## config.mk

```make
export PLATFORM = sky130hd
export DESIGN_NAME = lsu_flat
export DESIGN_NICKNAME = d
export VERILOG_FILES = /design/src/rtl/gpu_pkg.sv /design/src/rtl/lsu_if.sv /design/src/rtl/lsu.sv /design/src/flat_wrapper.sv
export SDC_FILE = /design/constraint.sdc
export NUM_CORES = 1
export LEC_CHECK = 0
export BUFFER_PORTS_ARGS = -buffer_cell sky130_fd_sc_hd__buf_2
export CORE_MARGIN = 3
export CORE_UTILIZATION = 45
export CTS_BUF_LIST = sky130_fd_sc_hd__clkbuf_4 sky130_fd_sc_hd__clkbuf_8
export DETAILED_ROUTE_END_ITERATION = 10
export HOLD_SLACK_MARGIN = 0.03
export PLACE_DENSITY = 0.86
export SETUP_SLACK_MARGIN = 0.4
export SLEW_MARGIN = 10
export SYNTH_ARGS = -nofsm -noshare
export SYNTH_HDL_FRONTEND = slang
export SYNTH_SLANG_ARGS = --single-unit
```

## constraint.sdc

```tcl
create_clock -name clk -period 3.9 [get_ports clk]
set_input_delay 0.195 -clock clk [delete_from_list [all_inputs] [get_ports clk]]
set_output_delay 0.195 -clock clk [all_outputs]
set_load 0.03 [all_outputs]
```

## src/rtl/gpu_pkg.sv

```systemverilog
// Shared encodings for the core scheduler and the per-thread load/store unit.
//   core_state_t : scheduler stage driven by the core, sampled by the LSU
//   lsu_state_t  : LSU progress, polled by the scheduler to leave WAIT
package gpu_pkg;

  typedef enum logic [2:0] {
    CORE_IDLE    = 3'd0,
    CORE_FETCH   = 3'd1,
    CORE_DECODE  = 3'd2,
    CORE_REQUEST = 3'd3,
    CORE_WAIT    = 3'd4,
    CORE_EXECUTE = 3'd5,
    CORE_UPDATE  = 3'd6,
    CORE_DONE    = 3'd7
  } core_state_t;

  typedef enum logic [1:0] {
    LSU_IDLE       = 2'd0,
    LSU_REQUESTING = 2'd1,
    LSU_WAITING    = 2'd2,
    LSU_DONE       = 2'd3
  } lsu_state_t;

endpackage

```

## src/rtl/lsu_if.sv

```systemverilog
// Consumer port between one LSU and the memory controller.
//   master : LSU side, drives the request valids, addresses and write data
//   slave  : controller side, drives the ready acknowledges and read data
interface lsu_if #(
  parameter int ADDR_BITS = 8,
  parameter int DATA_BITS = 16
);

  logic                 mem_read_valid;
  logic [ADDR_BITS-1:0] mem_read_address;
  logic                 mem_read_ready;
  logic [DATA_BITS-1:0] mem_read_data;

  logic                 mem_write_valid;
  logic [ADDR_BITS-1:0] mem_write_address;
  logic [DATA_BITS-1:0] mem_write_data;
  logic                 mem_write_ready;

  modport master (
    output mem_read_valid, mem_read_address,
    input  mem_read_ready, mem_read_data,
    output mem_write_valid, mem_write_address, mem_write_data,
    input  mem_write_ready
  );

  modport slave (
    input  mem_read_valid, mem_read_address,
    output mem_read_ready, mem_read_data,
    input  mem_write_valid, mem_write_address, mem_write_data,
    output mem_write_ready
  );

endinterface

```

## src/rtl/lsu.sv

```systemverilog
// Per-thread load/store unit. Turns a decoded LDR/STR into one valid/ready
// transaction on the memory controller consumer port and captures load data.
// Ports:
//   clk, reset                 : clock, synchronous active-high reset
//   enable                     : thread active in this block
//   core_state                 : scheduler stage (gpu_pkg::core_state_t)
//   decoded_mem_read_enable    : instruction is LDR (wins over STR)
//   decoded_mem_write_enable   : instruction is STR
//   rs, rt                     : address operand (low ADDR_BITS used), store data
//   mem                        : controller consumer port (lsu_if master)
//   lsu_state                  : IDLE/REQUESTING/WAITING/DONE
//   lsu_out                    : last loaded value
//
// state      | meaning
// IDLE       | no transaction; waits for the REQUEST stage with an LDR/STR
// REQUESTING | operation latched; valid/address/data registered next edge
// WAITING    | valid high, payload held until the matching ready
// DONE       | handshake finished; ready ignored until the UPDATE stage
module lsu
  import gpu_pkg::*;
#(
  parameter int ADDR_BITS = 8,
  parameter int DATA_BITS = 16
) (
  input  logic                 clk,
  input  logic                 reset,
  input  logic                 enable,
  input  logic [2:0]           core_state,
  input  logic                 decoded_mem_read_enable,
  input  logic                 decoded_mem_write_enable,
  input  logic [DATA_BITS-1:0] rs,
  input  logic [DATA_BITS-1:0] rt,
  lsu_if.master                mem,
  output logic [1:0]           lsu_state,
  output logic [DATA_BITS-1:0] lsu_out
);

  lsu_state_t state;
  logic       is_read;

  // Upper address-operand bits are intentionally discarded (no bounds check).
  logic unused_rs_high;
  assign unused_rs_high = &{1'b0, rs[DATA_BITS-1:ADDR_BITS]};

  assign lsu_state = state;

  always_ff @(posedge clk) begin
    if (reset) begin
      state                 <= LSU_IDLE;
      is_read               <= 1'b0;
      mem.mem_read_valid    <= 1'b0;
      mem.mem_read_address  <= '0;
      mem.mem_write_valid   <= 1'b0;
      mem.mem_write_address <= '0;
      mem.mem_write_data    <= '0;
      lsu_out               <= '0;
    end else begin
      case (state)
        LSU_IDLE: begin
          // enable only gates the start; an issued transaction always completes
          if (enable && (core_state == CORE_REQUEST) &&
              (decoded_mem_read_enable || decoded_mem_write_enable)) begin
            is_read <= decoded_mem_read_enable;
            state   <= LSU_REQUESTING;
          end
        end
        LSU_REQUESTING: begin
          if (is_read) begin
            mem.mem_read_valid   <= 1'b1;
            mem.mem_read_address <= rs[ADDR_BITS-1:0];
          end else begin
            mem.mem_write_valid   <= 1'b1;
            mem.mem_write_address <= rs[ADDR_BITS-1:0];
            mem.mem_write_data    <= rt;
          end
          state <= LSU_WAITING;
        end
        LSU_WAITING: begin
          if (is_read && mem.mem_read_ready) begin
            mem.mem_read_valid <= 1'b0;
            lsu_out            <= mem.mem_read_data;
            state              <= LSU_DONE;
          end else if (!is_read && mem.mem_write_ready) begin
            mem.mem_write_valid <= 1'b0;
            state               <= LSU_DONE;
          end
        end
        LSU_DONE: begin
          // controller may still hold ready here until it sees valid low
          if (core_state == CORE_UPDATE) begin
            state <= LSU_IDLE;
          end
        end
        default: state <= LSU_IDLE;
      endcase
    end
  end

endmodule

```

## src/flat_wrapper.sv

```systemverilog
// flat-port wrapper written by rule: the top's interface ports become plain ports
module lsu_flat import gpu_pkg::*;
#(
  parameter int ADDR_BITS = 8,
  parameter int DATA_BITS = 16
)
  (clk, reset, enable, core_state, decoded_mem_read_enable, decoded_mem_write_enable, rs, rt, lsu_state, lsu_out, mem_mem_read_valid, mem_mem_read_address, mem_mem_read_ready, mem_mem_read_data, mem_mem_write_valid, mem_mem_write_address, mem_mem_write_data, mem_mem_write_ready);
  lsu_if #(.ADDR_BITS(ADDR_BITS), .DATA_BITS(DATA_BITS)) mem_i ();
  input  logic clk;
  input  logic reset;
  input  logic enable;
  input  logic [2:0] core_state;
  input  logic decoded_mem_read_enable;
  input  logic decoded_mem_write_enable;
  input  logic [DATA_BITS-1:0] rs;
  input  logic [DATA_BITS-1:0] rt;
  output logic [1:0] lsu_state;
  output logic [DATA_BITS-1:0] lsu_out;
  output wire logic [$bits(mem_i.mem_read_valid)-1:0] mem_mem_read_valid;
  output wire logic [$bits(mem_i.mem_read_address)-1:0] mem_mem_read_address;
  input wire logic [$bits(mem_i.mem_read_ready)-1:0] mem_mem_read_ready;
  input wire logic [$bits(mem_i.mem_read_data)-1:0] mem_mem_read_data;
  output wire logic [$bits(mem_i.mem_write_valid)-1:0] mem_mem_write_valid;
  output wire logic [$bits(mem_i.mem_write_address)-1:0] mem_mem_write_address;
  output wire logic [$bits(mem_i.mem_write_data)-1:0] mem_mem_write_data;
  input wire logic [$bits(mem_i.mem_write_ready)-1:0] mem_mem_write_ready;
  assign mem_mem_read_valid = mem_i.mem_read_valid;
  assign mem_mem_read_address = mem_i.mem_read_address;
  assign mem_i.mem_read_ready = mem_mem_read_ready;
  assign mem_i.mem_read_data = mem_mem_read_data;
  assign mem_mem_write_valid = mem_i.mem_write_valid;
  assign mem_mem_write_address = mem_i.mem_write_address;
  assign mem_mem_write_data = mem_i.mem_write_data;
  assign mem_i.mem_write_ready = mem_mem_write_ready;
  lsu #(.ADDR_BITS(ADDR_BITS), .DATA_BITS(DATA_BITS)) u_core (.clk(clk), .reset(reset), .enable(enable), .core_state(core_state), .decoded_mem_read_enable(decoded_mem_read_enable), .decoded_mem_write_enable(decoded_mem_write_enable), .rs(rs), .rt(rt), .mem(mem_i), .lsu_state(lsu_state), .lsu_out(lsu_out));
endmodule
```

# Yosys cells after proc, flatten, opt, wreduce, memory -nomap -nowiden
# Index checks and enable logic that the tools add are counted.
# totals
wordCells,49
output_inout_bits,52
ff_bits,53
input_bits,58
# op_classes
n_reduce_logical,15
mux,12
eq_ne,13
n_bitwise,1
# op_table
cell,n
2-bit by 1-bit inequality test with 1-bit output (second input constant),5
2-bit 2-to-1 mux,4
2-bit one-hot mux with 4 select lines,1
2-bit AND reduction,4
3-bit AND reduction,2
1-bit 2-to-1 mux,5
2-bit == test (second input constant),2
1-bit logical AND,4
2-bit inequality test (second input constant),2
1-bit one-hot mux with 2 select lines,2
4-bit AND reduction,1
3-bit by 2-bit == test with 1-bit output (second input constant),1
3-bit == test (second input constant),1
3-bit by 1-bit inequality test with 1-bit output (second input constant),1
2-bit by 1-bit == test with 1-bit output (second input constant),1
2-bit logical NOT,1
2-bit nonzero test,1
1-bit logical NOT,1
1-bit logical OR,1
1-bit NOT,1

# Longest topological paths before layout
# Gate-level depths: netlist (run 1).
# depth
word_depth,5
depth_mapped,8
depth_no_buf,5

# Worst setup path before layout (run 1)
# OpenSTA, ideal clock, no wires.
# synth_path
path_type,flip-flop to flip-flop
start,"register u_core.state[0], in the netlist u_core.lsu_state[0]"
end,register u_core.lsu_out[14]
required_ns,3.768
path_stages_with_launch,8
synth_period_minus_slack_ns,1.641
arrival_time_ns,1.509
path_buffers,2
setup_time_ns,0.132
slack_ns,2.259
cell_sequence,dfxtp_1 inv_1 ha_1 and3_1 buf_4 buf_4 nand2_1 a21oi_1
# synth_via
elab_chain_cells,2
# synth_rtl
item,line_no,text
start: declaration,lsu.sv:38,lsu_state_t state;
start signal: assignment,lsu.sv:49,state <= LSU_IDLE;
start signal: assignment,lsu.sv:64,state <= LSU_REQUESTING;
start signal: assignment,lsu.sv:76,state <= LSU_WAITING;
2-bit == test,lsu.sv:58,case (state)
2-bit AND reduction (no source line),-,
end signal: assignment,lsu.sv:81,lsu_out <= mem.mem_read_data;
end: declaration,lsu.sv:35,output logic [DATA_BITS-1:0] lsu_out
# Every way passes these cells.
# A chain may end at the register's enable or synchronous reset.

# Worst setup path after layout (run 1)
# layout_path
start,"register u_core.state[1], in the netlist u_core.lsu_state[1]"
end,register u_core.mem.mem_read_valid
# layout_via
elab_chain_cells,3
word_cells_on_any_way,7
cone_classes,eq/ne: 4; mux: 1; reduce/logical: 2
# layout_rtl
item,line_no,text
2-bit == test / 2-bit by 1-bit == test with 1-bit output (equally long branches),lsu.sv:58,
2-bit by 1-bit inequality test with 1-bit output (no source line) / 2-bit nonzero test (equally long branches),-,
3-bit AND reduction (no source line),-,
end signal: assignment,lsu.sv:51,mem.mem_read_valid <= 1'b0;
end signal: assignment,lsu.sv:69,mem.mem_read_valid <= 1'b1;
end signal: assignment,lsu.sv:80,mem.mem_read_valid <= 1'b0;
end: declaration,lsu_if.sv:20,"output mem_read_valid, mem_read_address,"
# Several ways; a longest one is shown, not always the timed one.

==> out/results.txt, run 1 <==
Leak -> 1.170 nW
Fraction of layout cells with a size suffix above 1 -> 32.65%
Classification of the worst-slack hold path -> in2reg
Fin nets -> 404
Largest incremental delay on the critical path -> 0.70 ns
Sequential element share of the synthesized area -> 52.70%
Status -> finished clean
Antenna viol nets, final -> 0
Fraction of registers with async set or reset after synthesis -> 0%
Number of antenna violations at the first check in global routing -> 0
Number of buffers created by CTS -> 5
Max H-tree Level -> 2
Switching Fraction -> 37.43%
Number of different library cells in the post-synthesis netlist -> 26
Insertion delay to the later sink of the worst-skew pair -> 0.30 ns
Buffers inserted during post-CTS setup optimization -> 0
Launch instance of the worst min-delay path -> rt[3]
Global-route total usage across every layer -> 17.78%
Detail-routed net length per standard cell -> 12.02 um
First-pass GRT wire length -> 7583 um
Combinational share of power -> 34.0%
DR DRC count -> 0
Int Power -> 0.9671 mW
Switching Power -> 0.5784 mW
Initial standard-cell utilization of the core -> 48.58%
Pins Over Slew Limit -> 0
Cell at the root of the clock tree -> clkbuf_8
Dominant register cell in the synthesized netlist -> dfxtp_1
Endpoint arrival time on the critical path -> 2.18 ns
Number of enable-type register cells in the synthesized netlist -> 0
Total wirelength of the detailed-routed design -> 4722 um
Final-layout setup total negative slack -> 0 ns
Sinks on the clock net -> 53
Unrepaired setup endpoints after global routing -> false
Final setup viols -> 0
Share of the synthesized area in the top cell type -> 52.70%
Worst Reg2Reg Path Length in Cells -> 5
Quantity of gates resized following cts -> 0
Share of the clock period used by the worst path after layout -> 50.52%
Area of all placed cells without fillers -> 2604 um^2
Iteration-0 DRC Markers -> 70
Top Ports -> 110
Startpoint type of the worst setup path -> flop
Placed instance area -> 2491 um^2
HPWL after detailed placement -> 3491 um
Reg-to-reg startpoint -> u_core.lsu_state[1]
Maximum number of pins on one net before global-route repair -> 55
Clock-pin slew on the worst setup and hold paths -> 0.10 ns
Master of the slowest instance on the critical path -> nand2b_1
Cell-by-cell trace of the critical path -> inv_1, ha_1, nand2b_1, a21oi_1, a211oi_1
Mapped Avg Cell Area -> 8.053 um^2
Crit Path Class -> reg2reg
CP Max Fanout -> 25
Port Buffers -> 101
Transition at the pin with the smallest max-transition slack -> 0.9338 ns
Minimum period implied by the final worst setup slack -> 1.970 ns
Final Hold Violating Endpoints -> 0
Yosys synthesis warning count -> 0
Skew final -> 0.01116 ns
Horiz. Die Dim -> 72.89 um
Number of register bits inferred by synthesis -> 53
GRT Residual Overflow -> 0
Average via count per standard cell -> 4.906
Capturing element of the worst setup path -> u_core.mem.mem_read_valid
Core area -> 4144 um^2
# diodes -> 0
Number of detailed-route iterations in the first pass -> 4
Placer Congestion -> 0.7508
Vias -> 1,928
Cell count after placement -> 385
Number of cell rows -> 23
WP data required -> 4.10 ns
Fin cells -> 393
Worst reg2reg path endpoint -> u_core.mem.mem_read_valid
Flop pwr share -> 42.2%
Synth-to-Final Area Change -> 29.34%
Number of instances in the synthesized netlist -> 250
Critical path endpoint category -> flop
Power density relative to cell area -> 593.6 nW/um^2
Summed instance area of the synthesized netlist -> 2013 um^2
Number of hold-repair buffers added at the cts stage -> 0
Number of global-route vias before repair -> 1,777
Cell taking the most area after synthesis -> dfxtp_1
Min Hold Slack -> 0.1220 ns
Max Cap Violations -> 0
FF-to-FF setup slack -> 1.93 ns
Net count after synthesis -> 312
Leading cell types by total area after synthesis -> dfxtp_1 53%, nand2_1 17%, a21oi_1 12%
Maximum ir drop on the vdd rail -> 0.3146 mV
Die Area -> 5312 um^2
Buffer depth of the longest clock path -> 2
Worst slew margin relative to its limit -> 37.74%
Fmax -> 507.5 MHz
Clock group share of total power -> 23.8%
TritonCTS clock tree -> yes
Die height -> 72.89 um
Total design power -> 1.546 mW
First element of the critical path -> u_core.lsu_state[1]
Filler instances -> 383
placed cells by master (no fill, tap or decap), drive strengths merged:
cell    netlist  layout
o211ai        1       1
nand2b        3       3
dfxtp        53      53
nor2b         1       1
mux2i         2       2
clkbuf        4       5
a211oi        2       2
nand3         8       8
clkinv        0       1
inv           3       4
o21ai         2       2
nor2          3       3
a221oi        1       1
ha            4       4
nand3b        2       2
and2          1       1
and3          1       1
nand2        94      94
a21oi        50      50
bufinv        0       1
nand4b        1       1
nor3b         1       1
buf          13     102
per-stage QoR:
stage | setup slack (ns) | util [%]
floorplan | 2.259 | -
global placement | 1.939 | 60.11
detailed placement | 1.919 | 60.11
CTS | 1.893 | 62.83
global route | 1.734 | 62.83
finish | 1.930 | 62.83
power groups by stage:
stage	Combinational, mW	Sequential, mW	Clock (mW)
floorplan	0.271	0.804	0
global placement	0.522	0.661	0
detailed placement	0.532	0.666	0
CTS	0.533	0.653	0.378
global route	0.580	0.660	0.396
finish	0.525	0.652	0.368
cells in the mapped netlist (2+ instances only):
library cell / count
ha_1: 4
nand2_1: 93
mux2i_1: 2
buf_1: 2
inv_1: 3
nand3b_1: 2
buf_4: 3
a21oi_1: 50
dfxtp_1: 53
buf_6: 2
clkbuf_1: 4
buf_2: 6
nand3_1: 8
nand2b_1: 3
a211oi_1: 2
nor2_1: 3
worst min path at each step:
stage	end	slack, ns	depth (start not counted)
6_report	u_core.mem.mem_write_data[3]	0.12	3
5_1_grt	u_core.mem.mem_write_data[4]	0.11	3
4_1_cts	u_core.mem.mem_write_data[3]	0.11	3
3_5_place_dp	u_core.mem.mem_write_data[4]	0.44	3
3_3_place_gp	u_core.lsu_out[13]	0.43	3
2_1_floorplan	u_core.mem.mem_write_address[0]	0.33	2
worst max-delay path: cells and delay by family (launching register included):
| kind | cells | cell delay (ns) |
|---|---|---|
| AND/OR/NAND/NOR | 1 | 0.70 |
| flip-flops | 1 | 0.40 |
| AO/OA/AOI/OAI | 2 | 0.38 |
| buffers and inverters | 1 | 0.08 |
| adder cells (fa/ha/maj) | 1 | 0.31 |
per-layer routing:
metal | share of wire, % | track usage [%] | up-vias | routed length, um
met2 | 49 | 31.76 | 78 | 2299
li1 | - | - | 995 | -
met4 | 0.38 | 3.074 | 0 | 18
met5 | 0 | 0 | - | 0
met3 | 9.2 | 6.474 | 2 | 436
met1 | 42 | 20.53 | 853 | 1968
layout make-up:
type	count	area, um^2	area share (%)
sequential	53	1061	40.75
multi-input combinational	177	843.3	32.39
timing repair buffer	102	513.0	19.70
clock buffer	5	68.82	2.643
tap	50	62.56	2.403
clock inverter	3	43.79	1.682
inverter	3	11.26	0.4325
registers in the layout, summed over array words and instances (netlist names):
register,cells
u_core.is_read,1
u_core.lsu_out,16
u_core.lsu_state,2
u_core.mem.mem_read_address,8
u_core.mem.mem_read_valid,1
u_core.mem.mem_write_address,8
u_core.mem.mem_write_data,16
u_core.mem.mem_write_valid,1
cells by family (layout without fill, tap and decap cells):
logic type,after synthesis,after routing,synth area share (%)
buffers and inverters,20,113,5.407
and+or+nand+nor,115,115,23.62
adders and majority gates,4,4,2.486
AOI/OAI and AO/OA,56,56,14.79
DFF,53,53,52.70
muxes,2,2,0.9944
No activity file was read; power rests on OpenSTA's default activity.
==> run 2: changes to the inputs <==
--- a/config.mk
+++ b/config.mk
@@ -7,11 +7,11 @@
 export LEC_CHECK = 0
 export BUFFER_PORTS_ARGS = -buffer_cell sky130_fd_sc_hd__buf_2
 export CORE_MARGIN = 3
-export CORE_UTILIZATION = 45
+export CORE_UTILIZATION = 41
 export CTS_BUF_LIST = sky130_fd_sc_hd__clkbuf_4 sky130_fd_sc_hd__clkbuf_8
 export DETAILED_ROUTE_END_ITERATION = 10
 export HOLD_SLACK_MARGIN = 0.03
-export PLACE_DENSITY = 0.86
+export PLACE_DENSITY = 0.82
 export SETUP_SLACK_MARGIN = 0.4
 export SLEW_MARGIN = 10
 export SYNTH_ARGS = -nofsm -noshare
==> constraint.sdc (replaced) <==
create_clock -name clk -period 1.6 [get_ports clk]
set_input_delay 0.08 -clock clk [delete_from_list [all_inputs] [get_ports clk]]
set_output_delay 0.08 -clock clk [all_outputs]
set_load 0.03 [all_outputs]
==> out/results.txt, run 2 (synthesized netlist as in run 1, its figures left out) <==
Status -> finished clean
Detail-routed net length per standard cell -> 14.24 um
Synth-to-Final Area Change -> 62.34%
Number of antenna violations at the first check in global routing -> 0
Final setup viols -> 0
# diodes -> 0
Insertion delay to the later sink of the worst-skew pair -> 0.29 ns
CP Max Fanout -> 12
GRT Residual Overflow -> 0
Fraction of layout cells with a size suffix above 1 -> 41.09%
Min Hold Slack -> 0.04108 ns
TritonCTS clock tree -> yes
Port Buffers -> 101
Sinks on the clock net -> 53
Maximum ir drop on the vdd rail -> 0.6722 mV
Die height -> 76.07 um
Most common cell after layout, fill and taps aside -> buf_2
Number of buffers created by CTS -> 5
Clock-pin slew on the worst setup and hold paths -> 0.09 ns
Global-route total usage across every layer -> 20.18%
Critical path endpoint category -> flop
Final Hold Violating Endpoints -> 0
Total wirelength of the detailed-routed design -> 6436 um
Maximum number of pins on one net before global-route repair -> 25
Minimum period implied by the final worst setup slack -> 1.285 ns
Placer Congestion -> 0.7742
Placed instance area -> 2613 um^2
Number of detailed-route iterations in the first pass -> 4
Endpoint arrival time on the critical path -> 1.51 ns
WP data required -> 1.83 ns
Classification of the worst-slack hold path -> in2reg
Number of cell rows -> 24
Max Cap Violations -> 0
Reg-to-reg startpoint -> u_core.lsu_state[1]
Fmax -> 778.2 MHz
Crit Path Class -> reg2reg
Initial standard-cell utilization of the core -> 44.40%
Area taken by flip-flops and latches -> 1072 um^2
Buffer depth of the longest clock path -> 2
Largest registers -> u_core.lsu_out: 16 flops, u_core.mem.mem_write_data: 16 flops
FF-to-FF setup slack -> 0.31 ns
DR DRC count -> 0
Area occupied by multi-input gates -> 1017 um^2
Transition at the pin with the smallest max-transition slack -> 0.5136 ns
Average via count per standard cell -> 4.903
Worst slew margin relative to its limit -> 65.76%
Max H-tree Level -> 2
Startpoint type of the worst setup path -> flop
Filler instances -> 356
HPWL after detailed placement -> 3657 um
Pins Over Slew Limit -> 0
Worst Reg2Reg Path Length in Cells -> 6
Vias -> 2,216
Final-layout setup total negative slack -> 0 ns
Iteration-0 DRC Markers -> 127
Depth of the worst hold-timing path -> 3
Core area -> 4534 um^2
Die Area -> 5787 um^2
End-of-flow core utilization -> 72.08%
Antenna viol nets, final -> 0
Fin nets -> 448
Horiz. Die Dim -> 76.07 um
Launch instance of the worst min-delay path -> rs[7]
Share of the clock period used by the worst path after layout -> 80.32%
Unrepaired setup endpoints after global routing -> true
Highest-count cells in the layout ignoring fill and taps -> 101 x buf_2, 82 x nand2_1, 50 x dfxtp_1
Worst reg2reg path endpoint -> u_core.mem.mem_write_data[4]
Power density relative to cell area -> 1255 nW/um^2
Area of all placed cells without fillers -> 3268 um^2
Number of global-route vias before repair -> 2,133
First-pass GRT wire length -> 9763 um
Cell at the root of the clock tree -> clkbuf_8
First element of the critical path -> u_core.lsu_state[1]
Skew final -> 0.003744 ns
Hold-critical path endpoint -> u_core.mem.mem_write_address[7]
Leak -> 1.453 nW
Top Ports -> 110
run 2: cell types whose count changed in the layout (fill, tap and decap cells not counted), sizes merged:
cell         before  now
dlygate4sd3       0   33
buf             102  112
clkbuf            5    8
bufinv            1    0
clkinv            1    0
run 2: repair_timing:
| action | 4_1_cts | 5_1_grt |
|---|---|---|
| setup buffers | 3 | 1 |
| endpoints found under the hold margin | 33 | 0 |
| hold buffers | 33 | 0 |
| gates resized for setup | 18 | 29 |
| pin swaps | 6 | 17 |
| cloned | 1 | 1 |
| endpoints found under the setup margin | 49 | 43 |
run 2: power breakdown:
group / total, mW / switching, mW / internal (mW)
clock network: 0.753 / 0.407 / 0.346
logic: 1.72 / 1.01 / 0.708
registers: 1.63 / 0.124 / 1.51
total: 4.10 / 1.54 / 2.56
run 2: cell type report:
| cell class | count | share of cell area, % |
|---|---|---|
| clock buffers | 7 | 2.565 |
| clock inverters | 1 | 0.1914 |
| inverters | 3 | 0.5743 |
| multi-input cells | 177 | 31.13 |
| flip-flops and latches | 53 | 32.81 |
| well taps | 65 | 2.489 |
| repair buffers | 146 | 30.25 |
run 2: how the worst max path moves through the flow:
stage / end / slack [ns] / depth (start not counted)
after global placement: u_core.mem.mem_write_data[3] / 0.33 / 6
after global routing: u_core.mem.mem_write_data[4] / 0.22 / 6
after floorplan: u_core.mem.mem_write_address[2] / 0.24 / 8
after CTS: u_core.lsu_state[1] / 0.33 / 5
final: u_core.mem.mem_write_data[4] / 0.31 / 6
after detailed placement: u_core.mem.mem_write_address[0] / 0.27 / 6
run 2: per-stage QoR:
step           setup slack [ns]  cells  total power, mW
6_report                 0.3149    452            4.103
5_1_grt                  0.2199    452            4.329
4_1_cts                  0.3335    450            4.020
3_5_place_dp             0.2740    405            3.073
3_3_place_gp             0.3265    405            3.036
2_1_floorplan            0.2395    250            2.672
run 2: worst max-delay path, stage by stage (launching register included):
cell       delay, ns
dfxtp_4         0.38
inv_4           0.07
ha_4            0.17
nor2b_4         0.22
clkbuf_16       0.19
nand2_1         0.07
a21oi_1         0.13
run 2: metal layers:
metal	up-vias	global-route usage, %	part of all wire [%]
met4	0	5.435	1.5
met5	-	0	0
met1	1022	22.75	40
met3	10	5.910	6.3
li1	1090	-	-
met2	94	36.97	53
==> run 3: changes to the inputs <==
==> constraint.sdc (replaced) <==
create_clock -name clk -period 1.1 [get_ports clk]
set_input_delay 0.055 -clock clk [delete_from_list [all_inputs] [get_ports clk]]
set_output_delay 0.055 -clock clk [all_outputs]
set_load 0.03 [all_outputs]
==> out/results.txt, run 3 (synthesized netlist as in run 1, its figures left out) <==
Status -> finished with violations
Failing checks -> setup timing
Final setup viols -> 54
Highest-count cells in the layout ignoring fill and taps -> 92 x nand2_1, 55 x buf_6, 51 x dfxtp_2
Sinks on the clock net -> 53
Fmax -> 772.8 MHz
Cell count after placement -> 413
Minimum period implied by the final worst setup slack -> 1.294 ns
Max Cap Violations -> 0
Number of detailed-route iterations in the first pass -> 4
Placer Congestion -> 0.8115
Cell-by-cell trace of the critical path -> buf_6, ha_4, nor2b_4, clkbuf_16, nand2_1, a21oi_1
Synth-to-Final Area Change -> 91.49%
TritonCTS clock tree -> yes
DR DRC count -> 0
Clock group share of total power -> 15.9%
CP Max Fanout -> 12
Power density relative to cell area -> 1761 nW/um^2
Horiz. Die Dim -> 76.07 um
Clock-pin slew on the worst setup and hold paths -> 0.09 ns
Number of antenna violations at the first check in global routing -> 0
Number of buffers created by CTS -> 5
First-pass GRT wire length -> 11,590 um
Leak -> 1.584 nW
Startpoint type of the worst setup path -> flop
Antenna viol nets, final -> 0
Die height -> 76.07 um
Crit Path Class -> reg2reg
Top Ports -> 110
Global-route total usage across every layer -> 24.30%
GRT Residual Overflow -> 0
Switching Fraction -> 36.18%
Cell at the root of the clock tree -> clkbuf_8
Number of global-route vias before repair -> 2,456
Skew final -> 0.005195 ns
Critical path endpoint category -> flop
Master of the slowest instance on the critical path -> dfxtp_4
Switching Power -> 2.456 mW
Maximum number of pins on one net before global-route repair -> 27
Pins Over Slew Limit -> 0
Most common cell after layout, fill and taps aside -> nand2_1
Unrepaired setup endpoints after global routing -> true
Worst Reg2Reg Path Length in Cells -> 6
Filler instances -> 260
Min Hold Slack -> 0.03076 ns
Port Buffers -> 101
Int Power -> 4.333 mW
Maximum ir drop on the vdd rail -> 1.473 mV
Initial standard-cell utilization of the core -> 44.40%
Combinational share of power -> 47.9%
Flop pwr share -> 36.1%
Insertion delay to the later sink of the worst-skew pair -> 0.29 ns
Fin cells -> 478
Classification of the worst-slack hold path -> in2reg
WP data required -> 1.31 ns
Vias -> 2,374
Largest registers -> u_core.lsu_out: 16 flops, u_core.mem.mem_write_data: 16 flops
Total wirelength of the detailed-routed design -> 7650 um
Largest incremental delay on the critical path -> 0.37 ns
Number of cell rows -> 24
Iteration-0 DRC Markers -> 90
Average via count per standard cell -> 4.967
Crit path setup slack, layout -> -0.1940 ns
Fraction of layout cells with a size suffix above 1 -> 53.03%
Final Hold Violating Endpoints -> 0
Worst slew margin relative to its limit -> 77.91%
HPWL after detailed placement -> 3717 um
Depth of the worst hold-timing path -> 3
Buffer depth of the longest clock path -> 2
Fin nets -> 475
Transition at the pin with the smallest max-transition slack -> 0.3299 ns
Max H-tree Level -> 2
Share of the clock period used by the worst path after layout -> 117.6%
Endpoint arrival time on the critical path -> 1.50 ns
# diodes -> 0
Die Area -> 5787 um^2
Detail-routed net length per standard cell -> 16.00 um
Core area -> 4534 um^2
run 3: layout make-up:
cell class | instances | area, um^2 | share of cell area (%)
Tap cell | 65 | 81.33 | 2.110
Inverter | 3 | 16.27 | 0.4219
Multi-Input combinational cell | 177 | 985.9 | 25.58
Sequential cell | 53 | 1132 | 29.37
Clock inverter | 1 | 6.256 | 0.1623
Timing Repair Buffer | 173 | 1550 | 40.21
Clock buffer | 6 | 82.58 | 2.142
run 3: critical path, delay by kind of cell (launching register included):
kind	cells	cell delay, ns
AND/OR/NAND/NOR	2	0.26
AO/OA/AOI/OAI	1	0.14
adder cells (fa/ha/maj)	1	0.15
buffers and inverters	2	0.30
flip-flops	1	0.37
run 3: metal layers:
metal  up-vias  global-route usage, %  part of all wire, %
met3        20                  6.265                  4.8
met2        95                  49.29                   56
met5         -                      0                    0
met4         0                  7.246                  3.1
met1      1122                  23.68                   36
li1       1137                      -                    -
run 3: final timing paths:
path | from | end | slack, ns
worst min-delay path | decoded_mem_read_enable | u_core.is_read | 0.03
worst max register to register | u_core.lsu_state[0] | u_core.mem.mem_write_data[11] | -0.19
worst max-delay path | u_core.lsu_state[0] | u_core.mem.mem_write_data[11] | -0.19
worst min register to register | u_core.mem.mem_write_address[7] | u_core.mem.mem_write_address[7] | 0.46
run 3: power groups by stage:
stage | clock network [mW] | logic, mW | registers (mW)
after floorplan | 0 | 1.00 | 2.88
after global placement | 0 | 2.25 | 2.35
after detailed placement | 0 | 2.28 | 2.36
after CTS | 1.12 | 2.87 | 2.43
after global routing | 1.18 | 3.47 | 2.48
final | 1.08 | 3.25 | 2.45
run 3: metrics by stage:
step,instance area (um^2),utilization [%],total power [mW],worst slack [ns],setup TNS (ns)
floorplan,2057,-,3.886,-0.2605,-10.08
CTS,3700,81.59,6.429,-0.1445,-4.272
global route,3855,85.02,7.131,-0.2750,-9.093
global placement,2700,59.55,4.602,-0.2505,-6.761
detailed placement,2700,59.55,4.649,-0.2941,-8.013
finish,3855,85.02,6.790,-0.1940,-5.543
run 3: what timing repair did:
item | in CTS | in global routing
endpoints found under the setup margin | 105 | 105
setup buffers | 8 | 9
hold buffers | 40 | 0
resized for setup | 169 | 16
pin swaps | 5 | 0
cloned | 0 | 1
hold endpoints to repair | 43 | 0
